$ cat config.mk
export PLATFORM = sky130hd
export DESIGN_NAME = model_tensor_float_adder_scheduler
export DESIGN_NICKNAME = d
export VERILOG_FILES = /design/src/rtl/model_tensor_float_adder_scheduler_pkg.sv /design/src/rtl/model_tensor_index_counter.sv /design/src/rtl/model_tensor_float_adder_scheduler.sv
export SDC_FILE = /design/constraint.sdc
export NUM_CORES = 2
export LEC_CHECK = 0
export BUFFER_PORTS_ARGS = -buffer_cell sky130_fd_sc_hd__buf_2
export CAP_MARGIN = 40
export CORE_UTILIZATION = 40
export CTS_CLUSTER_DIAMETER = 50
export DETAILED_ROUTE_END_ITERATION = 12
export SYNTH_ARGS = -nofsm -noshare
export SYNTH_HDL_FRONTEND = slang
export SYNTH_SLANG_ARGS = --single-unit
$ cat constraint.sdc
create_clock -name CLK -period 6.3 [get_ports CLK]
set_clock_uncertainty 0.1 [all_clocks]
set_input_delay 0.63 -clock CLK [delete_from_list [all_inputs] [get_ports CLK]]
set_output_delay 0.63 -clock CLK [all_outputs]
set_load 0.02 [all_outputs]
$ cat src/rtl/model_tensor_float_adder_scheduler_pkg.sv
// Shared state encoding and constants for the tensor float adder scheduler.
// The timeout default applies only when MODEL_TENSOR_FLOAT_ADDER_SCHEDULER_TIMEOUT_EN is defined.
package model_tensor_float_adder_scheduler_pkg;

    typedef enum logic [2:0] {
        STARTER   = 3'd0,
        CHECK     = 3'd1,
        ROW_START = 3'd2,
        ROW_FEED  = 3'd3,
        ROW_WAIT  = 3'd4,
        ENDER     = 3'd5
    } state_t;

    localparam int unsigned DEFAULT_DATA_SIZE      = 64;
    localparam int unsigned DEFAULT_CONTROL_SIZE   = 64;
    localparam int unsigned DEFAULT_TIMEOUT_CYCLES = 1024;

    localparam logic [DEFAULT_CONTROL_SIZE-1:0] ZERO_CONTROL = '0;
    localparam logic [DEFAULT_CONTROL_SIZE-1:0] ONE_CONTROL  = 64'd1;
    localparam logic [DEFAULT_DATA_SIZE-1:0]    ZERO_DATA    = '0;
    localparam logic [DEFAULT_DATA_SIZE-1:0]    ONE_DATA     = 64'd1;

endpackage

$ cat src/rtl/model_tensor_index_counter.sv
// Three-level wrapping I/J/K position counter; K is the fastest index.
// first_j marks the first element of a J-row, first_i the first element of an I-slice.
module model_tensor_index_counter
    import model_tensor_float_adder_scheduler_pkg::*;
#(
    parameter int unsigned WIDTH = DEFAULT_CONTROL_SIZE
) (
    input  logic             clk,
    input  logic             rst_n,
    input  logic             clear,
    input  logic             step,
    input  logic [WIDTH-1:0] size_i,
    input  logic [WIDTH-1:0] size_j,
    input  logic [WIDTH-1:0] size_k,
    output logic [WIDTH-1:0] index_i,
    output logic [WIDTH-1:0] index_j,
    output logic [WIDTH-1:0] index_k,
    output logic             first_j,
    output logic             first_i
);

    localparam logic [WIDTH-1:0] CNT_ZERO = WIDTH'(ZERO_CONTROL);
    localparam logic [WIDTH-1:0] CNT_ONE  = WIDTH'(ONE_CONTROL);

    logic last_k;
    logic last_j;
    logic last_i;

    assign last_k  = index_k == size_k - CNT_ONE;
    assign last_j  = index_j == size_j - CNT_ONE;
    assign last_i  = index_i == size_i - CNT_ONE;
    assign first_j = index_k == CNT_ZERO;
    assign first_i = first_j && (index_j == CNT_ZERO);

    always_ff @(posedge clk or negedge rst_n) begin
        if (!rst_n) begin
            index_i <= CNT_ZERO;
            index_j <= CNT_ZERO;
            index_k <= CNT_ZERO;
        end else if (clear) begin
            index_i <= CNT_ZERO;
            index_j <= CNT_ZERO;
            index_k <= CNT_ZERO;
        end else if (step) begin
            if (!last_k) begin
                index_k <= index_k + CNT_ONE;
            end else begin
                index_k <= CNT_ZERO;
                if (!last_j) begin
                    index_j <= index_j + CNT_ONE;
                end else begin
                    index_j <= CNT_ZERO;
                    index_i <= last_i ? CNT_ZERO : index_i + CNT_ONE;
                end
            end
        end
    end

endmodule

$ cat src/rtl/model_tensor_float_adder_scheduler.sv
// Walks an I x J x K tensor as I*J vector-adder operations of K elements each.
// Optional ROW_WAIT watchdog: define MODEL_TENSOR_FLOAT_ADDER_SCHEDULER_TIMEOUT_EN.
//
// state     | meaning
// STARTER   | idle, waiting for START
// CHECK     | compare A/B shapes, detect empty tensor
// ROW_START | one-cycle VECTOR_START for the next J-row
// ROW_FEED  | K element enables to the vector adder
// ROW_WAIT  | wait for VECTOR_READY of the current row
// ENDER     | one-cycle READY
module model_tensor_float_adder_scheduler
    import model_tensor_float_adder_scheduler_pkg::*;
#(
    parameter int unsigned DATA_SIZE    = DEFAULT_DATA_SIZE,
    parameter int unsigned CONTROL_SIZE = DEFAULT_CONTROL_SIZE
`ifdef MODEL_TENSOR_FLOAT_ADDER_SCHEDULER_TIMEOUT_EN
    ,
    parameter int unsigned TIMEOUT_CYCLES = DEFAULT_TIMEOUT_CYCLES
`endif
) (
    input  logic                    CLK,
    input  logic                    RST,
    input  logic                    START,
    output logic                    READY,
    output logic                    ERROR,
    input  logic                    OPERATION,
    input  logic [DATA_SIZE-1:0]    SIZE_A_I_IN,
    input  logic [DATA_SIZE-1:0]    SIZE_A_J_IN,
    input  logic [DATA_SIZE-1:0]    SIZE_A_K_IN,
    input  logic [DATA_SIZE-1:0]    SIZE_B_I_IN,
    input  logic [DATA_SIZE-1:0]    SIZE_B_J_IN,
    input  logic [DATA_SIZE-1:0]    SIZE_B_K_IN,
    output logic                    DATA_IN_I_ENABLE,
    output logic                    DATA_IN_J_ENABLE,
    output logic                    DATA_IN_K_ENABLE,
    output logic                    DATA_OUT_I_ENABLE,
    output logic                    DATA_OUT_J_ENABLE,
    output logic                    DATA_OUT_K_ENABLE,
    output logic [CONTROL_SIZE-1:0] INDEX_I,
    output logic [CONTROL_SIZE-1:0] INDEX_J,
    output logic [CONTROL_SIZE-1:0] INDEX_K,
    output logic                    VECTOR_START,
    input  logic                    VECTOR_READY,
    output logic                    VECTOR_OPERATION,
    output logic [DATA_SIZE-1:0]    VECTOR_SIZE,
    output logic                    VECTOR_DATA_IN_ENABLE,
    input  logic                    VECTOR_DATA_OUT_ENABLE
);

    localparam logic [CONTROL_SIZE-1:0] CTRL_ZERO = CONTROL_SIZE'(ZERO_CONTROL);
    localparam logic [DATA_SIZE-1:0]    DAT_ZERO  = DATA_SIZE'(ZERO_DATA);
    localparam logic [DATA_SIZE-1:0]    DAT_ONE   = DATA_SIZE'(ONE_DATA);

    state_t                  state;
    state_t                  state_nxt;
    logic [DATA_SIZE-1:0]    size_i;
    logic [DATA_SIZE-1:0]    size_j;
    logic [DATA_SIZE-1:0]    size_k;
    logic [CONTROL_SIZE-1:0] lim_i;
    logic [CONTROL_SIZE-1:0] lim_j;
    logic [CONTROL_SIZE-1:0] lim_k;
    logic [CONTROL_SIZE-1:0] out_i;
    logic [CONTROL_SIZE-1:0] out_j;
    logic [CONTROL_SIZE-1:0] out_k;
    logic operation;
    logic error;
    logic mismatch;
    logic any_zero;
    logic accept;
    logic feed_step;
    logic out_step;
    logic row_end;
    logic rows_done;
    logic set_error;
    logic timeout;
    logic feed_first_j;
    logic feed_first_i;
    logic out_first_j;
    logic out_first_i;

    assign lim_i     = CONTROL_SIZE'(size_i);
    assign lim_j     = CONTROL_SIZE'(size_j);
    assign lim_k     = CONTROL_SIZE'(size_k);
    assign accept    = (state == STARTER) && START;
    assign feed_step = state == ROW_FEED;
    assign out_step  = VECTOR_DATA_OUT_ENABLE && ((state == ROW_FEED) || (state == ROW_WAIT));
    assign row_end   = INDEX_K == CONTROL_SIZE'(size_k - DAT_ONE);
    assign any_zero  = (size_i == DAT_ZERO) || (size_j == DAT_ZERO) || (size_k == DAT_ZERO);
    // The feed counter only returns to the origin after the last element of the last row.
    assign rows_done = feed_first_i && (INDEX_I == CTRL_ZERO);

    assign ERROR            = error;
    assign VECTOR_OPERATION = operation;
    assign VECTOR_SIZE      = size_k;

    model_tensor_index_counter #(.WIDTH(CONTROL_SIZE)) u_feed_cnt (
        .clk     (CLK),
        .rst_n   (RST),
        .clear   (accept),
        .step    (feed_step),
        .size_i  (lim_i),
        .size_j  (lim_j),
        .size_k  (lim_k),
        .index_i (INDEX_I),
        .index_j (INDEX_J),
        .index_k (INDEX_K),
        .first_j (feed_first_j),
        .first_i (feed_first_i)
    );

    model_tensor_index_counter #(.WIDTH(CONTROL_SIZE)) u_out_cnt (
        .clk     (CLK),
        .rst_n   (RST),
        .clear   (accept),
        .step    (out_step),
        .size_i  (lim_i),
        .size_j  (lim_j),
        .size_k  (lim_k),
        .index_i (out_i),
        .index_j (out_j),
        .index_k (out_k),
        .first_j (out_first_j),
        .first_i (out_first_i)
    );

`ifdef MODEL_TENSOR_FLOAT_ADDER_SCHEDULER_TIMEOUT_EN
    localparam logic [31:0] TIMER_LOAD = 32'(TIMEOUT_CYCLES - 1);
    logic [31:0] timer;

    always_ff @(posedge CLK or negedge RST) begin
        if (!RST) begin
            timer <= TIMER_LOAD;
        end else if (state != ROW_WAIT) begin
            timer <= TIMER_LOAD;
        end else if (timer != 32'd0) begin
            timer <= timer - 32'd1;
        end
    end

    assign timeout = (state == ROW_WAIT) && (timer == 32'd0);
`else
    assign timeout = 1'b0;
`endif

    always_ff @(posedge CLK or negedge RST) begin
        if (!RST) begin
            state     <= STARTER;
            size_i    <= DAT_ZERO;
            size_j    <= DAT_ZERO;
            size_k    <= DAT_ZERO;
            operation <= 1'b0;
            mismatch  <= 1'b0;
            error     <= 1'b0;
        end else begin
            state <= state_nxt;
            if (accept) begin
                size_i    <= SIZE_A_I_IN;
                size_j    <= SIZE_A_J_IN;
                size_k    <= SIZE_A_K_IN;
                operation <= OPERATION;
                mismatch  <= (SIZE_A_I_IN != SIZE_B_I_IN) || (SIZE_A_J_IN != SIZE_B_J_IN)
                             || (SIZE_A_K_IN != SIZE_B_K_IN);
                error     <= 1'b0;
            end else if (set_error) begin
                error <= 1'b1;
            end
        end
    end

    always_comb begin
        state_nxt             = state;
        set_error             = 1'b0;
        READY                 = 1'b0;
        VECTOR_START          = 1'b0;
        VECTOR_DATA_IN_ENABLE = 1'b0;
        DATA_IN_K_ENABLE      = 1'b0;
        DATA_IN_J_ENABLE      = 1'b0;
        DATA_IN_I_ENABLE      = 1'b0;
        DATA_OUT_K_ENABLE     = out_step;
        DATA_OUT_J_ENABLE     = out_step && out_first_j;
        DATA_OUT_I_ENABLE     = out_step && out_first_i;
        unique case (state)
            STARTER: begin
                if (START) state_nxt = CHECK;
            end
            CHECK: begin
                if (mismatch) begin
                    set_error = 1'b1;
                    state_nxt = ENDER;
                end else if (any_zero) begin
                    state_nxt = ENDER;
                end else begin
                    state_nxt = ROW_START;
                end
            end
            ROW_START: begin
                VECTOR_START = 1'b1;
                state_nxt    = ROW_FEED;
            end
            ROW_FEED: begin
                VECTOR_DATA_IN_ENABLE = 1'b1;
                DATA_IN_K_ENABLE      = 1'b1;
                DATA_IN_J_ENABLE      = feed_first_j;
                DATA_IN_I_ENABLE      = feed_first_i;
                if (row_end) state_nxt = ROW_WAIT;
            end
            ROW_WAIT: begin
                if (VECTOR_READY) begin
                    state_nxt = rows_done ? ENDER : ROW_START;
                end else if (timeout) begin
                    set_error = 1'b1;
                    state_nxt = ENDER;
                end
            end
            ENDER: begin
                READY     = 1'b1;
                state_nxt = STARTER;
            end
            default: state_nxt = STARTER;
        endcase
    end

endmodule

# == Word level (Yosys, flattened, before mapping) ==
# Index checks and enable logic that the tools add are counted.
# totals
regBits,518
output_inout_bits,267
# op_classes
add_sub_neg,8
eq_ne,16
mux,35
n_reduce_logical,31
# op_table
op,n
64-bit 2-to-1 mux,19
64-bit logical NOT,8
64-bit by 1-bit adder with 64-bit output (second input constant),5
64-bit == test,5
64-bit != test,3
64-bit by 1-bit subtractor with 64-bit output (second input constant),3
3-bit 2-to-1 mux,6
3-bit one-hot mux with 5 select lines,1
2-bit nonzero test,6
1-bit 2-to-1 mux,9
1-bit logical AND,7
3-bit by 2-bit == test with 1-bit output (second input constant),2
3-bit == test (second input constant),2
3-bit AND reduction,2
1-bit logical OR,5
2-bit != test (second input constant),2
2-bit AND reduction,2
3-bit by 1-bit == test with 1-bit output (second input constant),1
3-bit logical NOT,1
2-bit by 1-bit != test with 1-bit output (second input constant),1

# == Longest topological paths before layout ==
# depth
ltp_word,7
ltp_mapped,19
ltp_nobuf,13

# == Hierarchy ==
# A second synthesis with hierarchy kept.
# hier_totals
cells_unflattened,6048
hier_area_um2,49786.5
# by_module_without_submodules
mod,n_inst,cells_each,area_per_inst_um2,seq_area_each_um2
model_tensor_index_counter at u_feed_cnt,1,2553,19602.6,4804.6
model_tensor_index_counter at u_out_cnt,1,2340,17695.7,4804.6
model_tensor_float_adder_scheduler,1,1155,12488.2,4954.8

# == Least setup slack after synthesis ==
# OpenSTA, ideal clock, no wires.
# synth_path
path_type,register to register
start,register size_k[0] (netlist: VECTOR_SIZE[0])
end,register u_out_cnt.index_j[40]
setup_ns,0.077
arrival_time_ns,4.504
t_required_ns,6.123
path_slack_ns,1.619
stages_incl_launch_ff,18
n_path_buf,4
period_less_slack_ns,4.681
cell_sequence,dfrtp_1 > buf_2 > inv_1 > ha_1 > nor3b_2 > and4_1 > buf_2 > clkbuf_1 > nand3_1 > xnor2_1 > a2111oi_0 > o21ai_0 > or4_1 > nor4_4 > nand2_1 > buf_2 > or4_1 > a21oi_1
# synth_between
elab_chain_cells,4
# synth_rtl
item,line,rtl
start: declaration,model_tensor_float_adder_scheduler.sv:58,logic [DATA_SIZE-1:0] size_k;
start signal: assignment,model_tensor_float_adder_scheduler.sv:150,size_k <= DAT_ZERO;
start signal: assignment,model_tensor_float_adder_scheduler.sv:159,size_k <= SIZE_A_K_IN;
64-bit by 1-bit subtractor with 64-bit output,model_tensor_index_counter.sv:29,assign last_k = index_k == size_k - CNT_ONE;
64-bit == test,model_tensor_index_counter.sv:29,
2-bit nonzero test (no source line),--,
2-bit AND reduction (no source line),--,
end signal: assignment,model_tensor_index_counter.sv:50,index_j <= index_j + CNT_ONE;
end: declaration,model_tensor_index_counter.sv:16,"output logic [WIDTH-1:0] index_j,"
# No other way between the ends.
# A chain may end at the register's enable or synchronous reset.

# == Worst setup path in the final report ==
# layout_path
start,register size_j[13] (netlist: lim_j[13])
end,register u_feed_cnt.index_i[26]
# layout_between
elab_chain_cells,4
# layout_rtl
item,line,rtl
start: declaration,model_tensor_float_adder_scheduler.sv:57,logic [DATA_SIZE-1:0] size_j;
start signal: assignment,model_tensor_float_adder_scheduler.sv:149,size_j <= DAT_ZERO;
start signal: assignment,model_tensor_float_adder_scheduler.sv:158,size_j <= SIZE_A_J_IN;
64-bit by 1-bit subtractor with 64-bit output,model_tensor_index_counter.sv:30,assign last_j = index_j == size_j - CNT_ONE;
64-bit == test,model_tensor_index_counter.sv:30,
2-bit nonzero test (no source line),--,
3-bit AND reduction (no source line),--,
end signal: assignment,model_tensor_index_counter.sv:53,index_i <= last_i ? CNT_ZERO : index_i + CNT_ONE;
end: declaration,model_tensor_index_counter.sv:15,"output logic [WIDTH-1:0] index_i,"
# No other way between the ends.

==> results.py <==
metrics = {
    "cts": {
        "ctsResizeCount": 0,
        "h-tree-depth": 3,
        "clkTransAtPathRegs_ns": 0.05,
        "cts-root-buf": "clkbuf_16",
        "cts_buffers": 86,
        "clock_latency_ns": 0.66,
        "post_cts_buffers": 0,
        "cts_tree": "yes",
        "cts_buffer_depth": 3,
        "cts_num_sinks": 518,
    },
    "place": {
        "place.port_buffers": 656,
        "gp_congestion": 1.08,
        "dp_slack_ns": 0.752,
        "hpwl_um": 184000,
    },
    "timing": {
        "hold_violations": 0,
        "fmax_mhz": 174,
        "min_period_over_period": 0.912,
        "worst_pin_slew_ns": 1.09,
        "grt_setup_unrepaired": "false",
        "tns_ns": 0,
        "relSlewSlack": 0.271,
        "period_minus_slack_ns": 5.75,
        "setup_viol": 0,
        "worst_slack_ns": 0.552,
        "maxSlewViolCount": 0,
    },
    "global_routing": {
        "antenna_found_initial": 37,
        "grt_first_pass_wirelength_um": 320000,
        "grt_pass1_vias": 41906,
        "met3_usage": 0.162,
        "grt_util_met1": 0.587,
        "grt_start_max_net_pins": 156,
        "busiest_layer": "met2",
        "track_usage": 0.431,
        "met2_usage": 0.607,
        "overflow": 0,
    },
    "floorplan": {
        "die_h_um": 322,
        "rows": 117,
        "core_um2": 102000,
        "ioPinCount": 657,
        "die_area_um2": 104000,
        "die_w_um": 322,
        "initial_core_util": 0.403,
    },
    "power": {
        "leakage_nw": 20.8,
        "power_density_nw_per_um2": 414,
        "power_mw": 20.4,
        "peakVddDrop_mv": 0.235,
    },
    "finish": {
        "area_delta_synth_final_pct": 20.2,
        "fillers": 10114,
        "final_util": 0.485,
        "multi_input_area_um2": 26000,
        "final_layout_size_suffix_gt1_frac": 0.194,
        "regArea_um2": 13000,
        "finalNetCount": 6211,
    },
    "critical_path": {
        "crit_fanout": 40,
        "rr_worst_depth": 13,
        "path_class": "reg2reg",
        "crit_required_ns": 6.73,
        "endpoint_kind": "register",
        "startpoint_type": "register",
        "cp_data_arrival_time_ns": 6.17,
    },
    "yosys": {
        "synth-edff-count": 0,
        "synth_area_um2": 41000,
        "synth.area.top_cells": "dfrtp_1 (32%), xnor2_1 (8.3%), nand2_1 (7.8%)",
        "synth_flop_cell": "dfrtp_1",
        "async_flop_share": 1.00,
        "yosys.area.top_type": "dfrtp_1",
        "yosys_warnings": 0,
        "ys_ff_latch": 518,
        "avgSynthCellArea_um2": 7.78,
        "synthCells": 5274,
        "syn-num-nets": 5680,
        "synth_cell_types": 100,
        "seq_area_frac_synth": 0.316,
        "synth_top_area_share": 0.316,
    },
    "route": {
        "vias": 46687,
        "drt_iter0_markers": 6672,
        "routed_wl_um": 232000,
        "drtAntennaViolNets": 0,
        "wl_per_cell_um": 32.0,
        "route.detailed.drc": 0,
        "viasPerCell": 6.44,
        "drt-pass1-iter-count": 6,
    },
    "worst_hold_path": {
        "whs_path_depth": 3,
        "hold_class": "in2reg",
    },
    "flow_run": {
        "drv_cap": 0,
    },
    "outcome": {
        "status": "finished clean",
    },
}
timing repair:
action / 4_1_cts / 5_1_grt
hold buffers: 1 / 0
endpoints found under the setup margin: 0 / 0
hold endpoints to repair: 55 / 0
layer usage:
layer | wire length, um | vias to the layer above
met2 | 93500 | 3100
met3 | 32700 | 551
met5 | 224 | -
li1 | - | 20163
met1 | 93900 | 22835
met4 | 11400 | 38
critical path, stage by stage, from the launching register on:
cell      delay (ns)
dfrtp_1         0.51
nor4_2          0.75
nand4_2         0.70
or2_1           0.60
nor3_1          0.53
xnor2_1         0.18
o311ai_0        0.16
or4_1           0.63
nor4_4          0.46
buf_4           0.22
a21oi_4         0.17
buf_12          0.25
o21ai_0         0.23
o41ai_2         0.10
logic make-up after synthesis:
family,Yosys count,synth area share
mux,17,0.00430
fa+ha+maj,16,0.00488
simple gates,2620,0.334
buf+inv,549,0.0526
flops,518,0.316
compound gates,945,0.154
xor+xnor,609,0.135
state kept, by name (all words and copies together), names as in the netlist:
name,cells
VECTOR_SIZE,64
lim_i,64
lim_j,64
u_feed_cnt.index_i,64
u_feed_cnt.index_j,64
u_feed_cnt.index_k,64
u_out_cnt.index_j,64
u_out_cnt.index_k,64
state,3
ERROR,1
VECTOR_OPERATION,1
mismatch,1
layout make-up:
type,instances,share of cell area
Antenna cell,11,0.000558
Clock buffer,104,0.0479
Clock inverter,51,0.0126
Inverter,115,0.00875
Multi-Input combinational cell,4207,0.528
Sequential cell,518,0.263
Tap cell,1368,0.0347
Timing Repair Buffer,877,0.105
synthesized netlist by cell type, types with 17 or more instances:
library cell	instances
buf_2	44
and3_1	94
or2_2	29
xnor2_1	390
nand2_1	848
a2111oi_0	19
nor3_1	233
and2_1	34
nand2b_1	55
inv_1	114
dfrtp_1	518
a21o_1	33
o22ai_1	30
nor4_1	224
buf_1	34
nor4b_1	26
nand4_1	183
clkbuf_1	345
o41ai_1	21
nor2b_1	49
or4_1	69
nor3b_1	55
or3_1	91
nand3b_1	17
o21ai_0	248
and4_1	27
o2111ai_1	24
nor2_1	273
nand3_1	238
a21oi_1	164
o211ai_1	54
xor2_1	205
a31oi_1	59
o31ai_1	99
layout by cell type, fill, tap and decap left out, types with 30 or more instances in the layout:
cell,count
nand2_1,847
buf_2,658
dfrtp_1,518
xnor2_1,390
nor2_1,269
o21ai_0,247
nand3_1,238
nor3_1,233
nor4_1,215
xor2_1,205
buf_4,196
nand4_1,183
a21oi_1,163
inv_1,114
o31ai_1,99
and3_1,94
or3_1,91
clkbuf_16,89
or4_1,69
a31oi_1,59
nand2b_1,55
nor3b_1,55
o211ai_1,54
nor2b_1,49
and2_1,34
a21o_1,33
o22ai_1,30
power by group:
group	total (mW)	switching, mW	internal (mW)
logic	9.45	6.14	3.31
registers	5.94	1.90	4.04
clock network	5.02	1.91	3.11
total	20.4	9.94	10.5
worst paths after layout:
check | end | from | slack, ns
worst max-delay path | u_feed_cnt.index_i[26] | lim_j[13] | 0.55
worst min register to register | VECTOR_OPERATION | VECTOR_OPERATION | 0.39
min in group asynchronous | u_feed_cnt.index_i[53] | RST | 0.39
max in group asynchronous | VECTOR_SIZE[39] | RST | 4.29
worst min-delay path | VECTOR_OPERATION | OPERATION | 0.08
worst max register to register | u_feed_cnt.index_i[26] | lim_j[13] | 0.55
per-stage QoR:
| stage | instances | cell area (um^2) | hold WS [ns] |
|---|---|---|---|
| after floorplan | 5274 | 41000 | 0.234 |
| after global placement | 7066 | 46200 | 0.357 |
| after detailed placement | 7083 | 46300 | 0.371 |
| after CTS | 7239 | 49300 | 0.0595 |
| after global routing | 7243 | 49300 | 0.0976 |
| final | 7251 | 49300 | 0.0825 |
(Power assumes the default switching activity.)
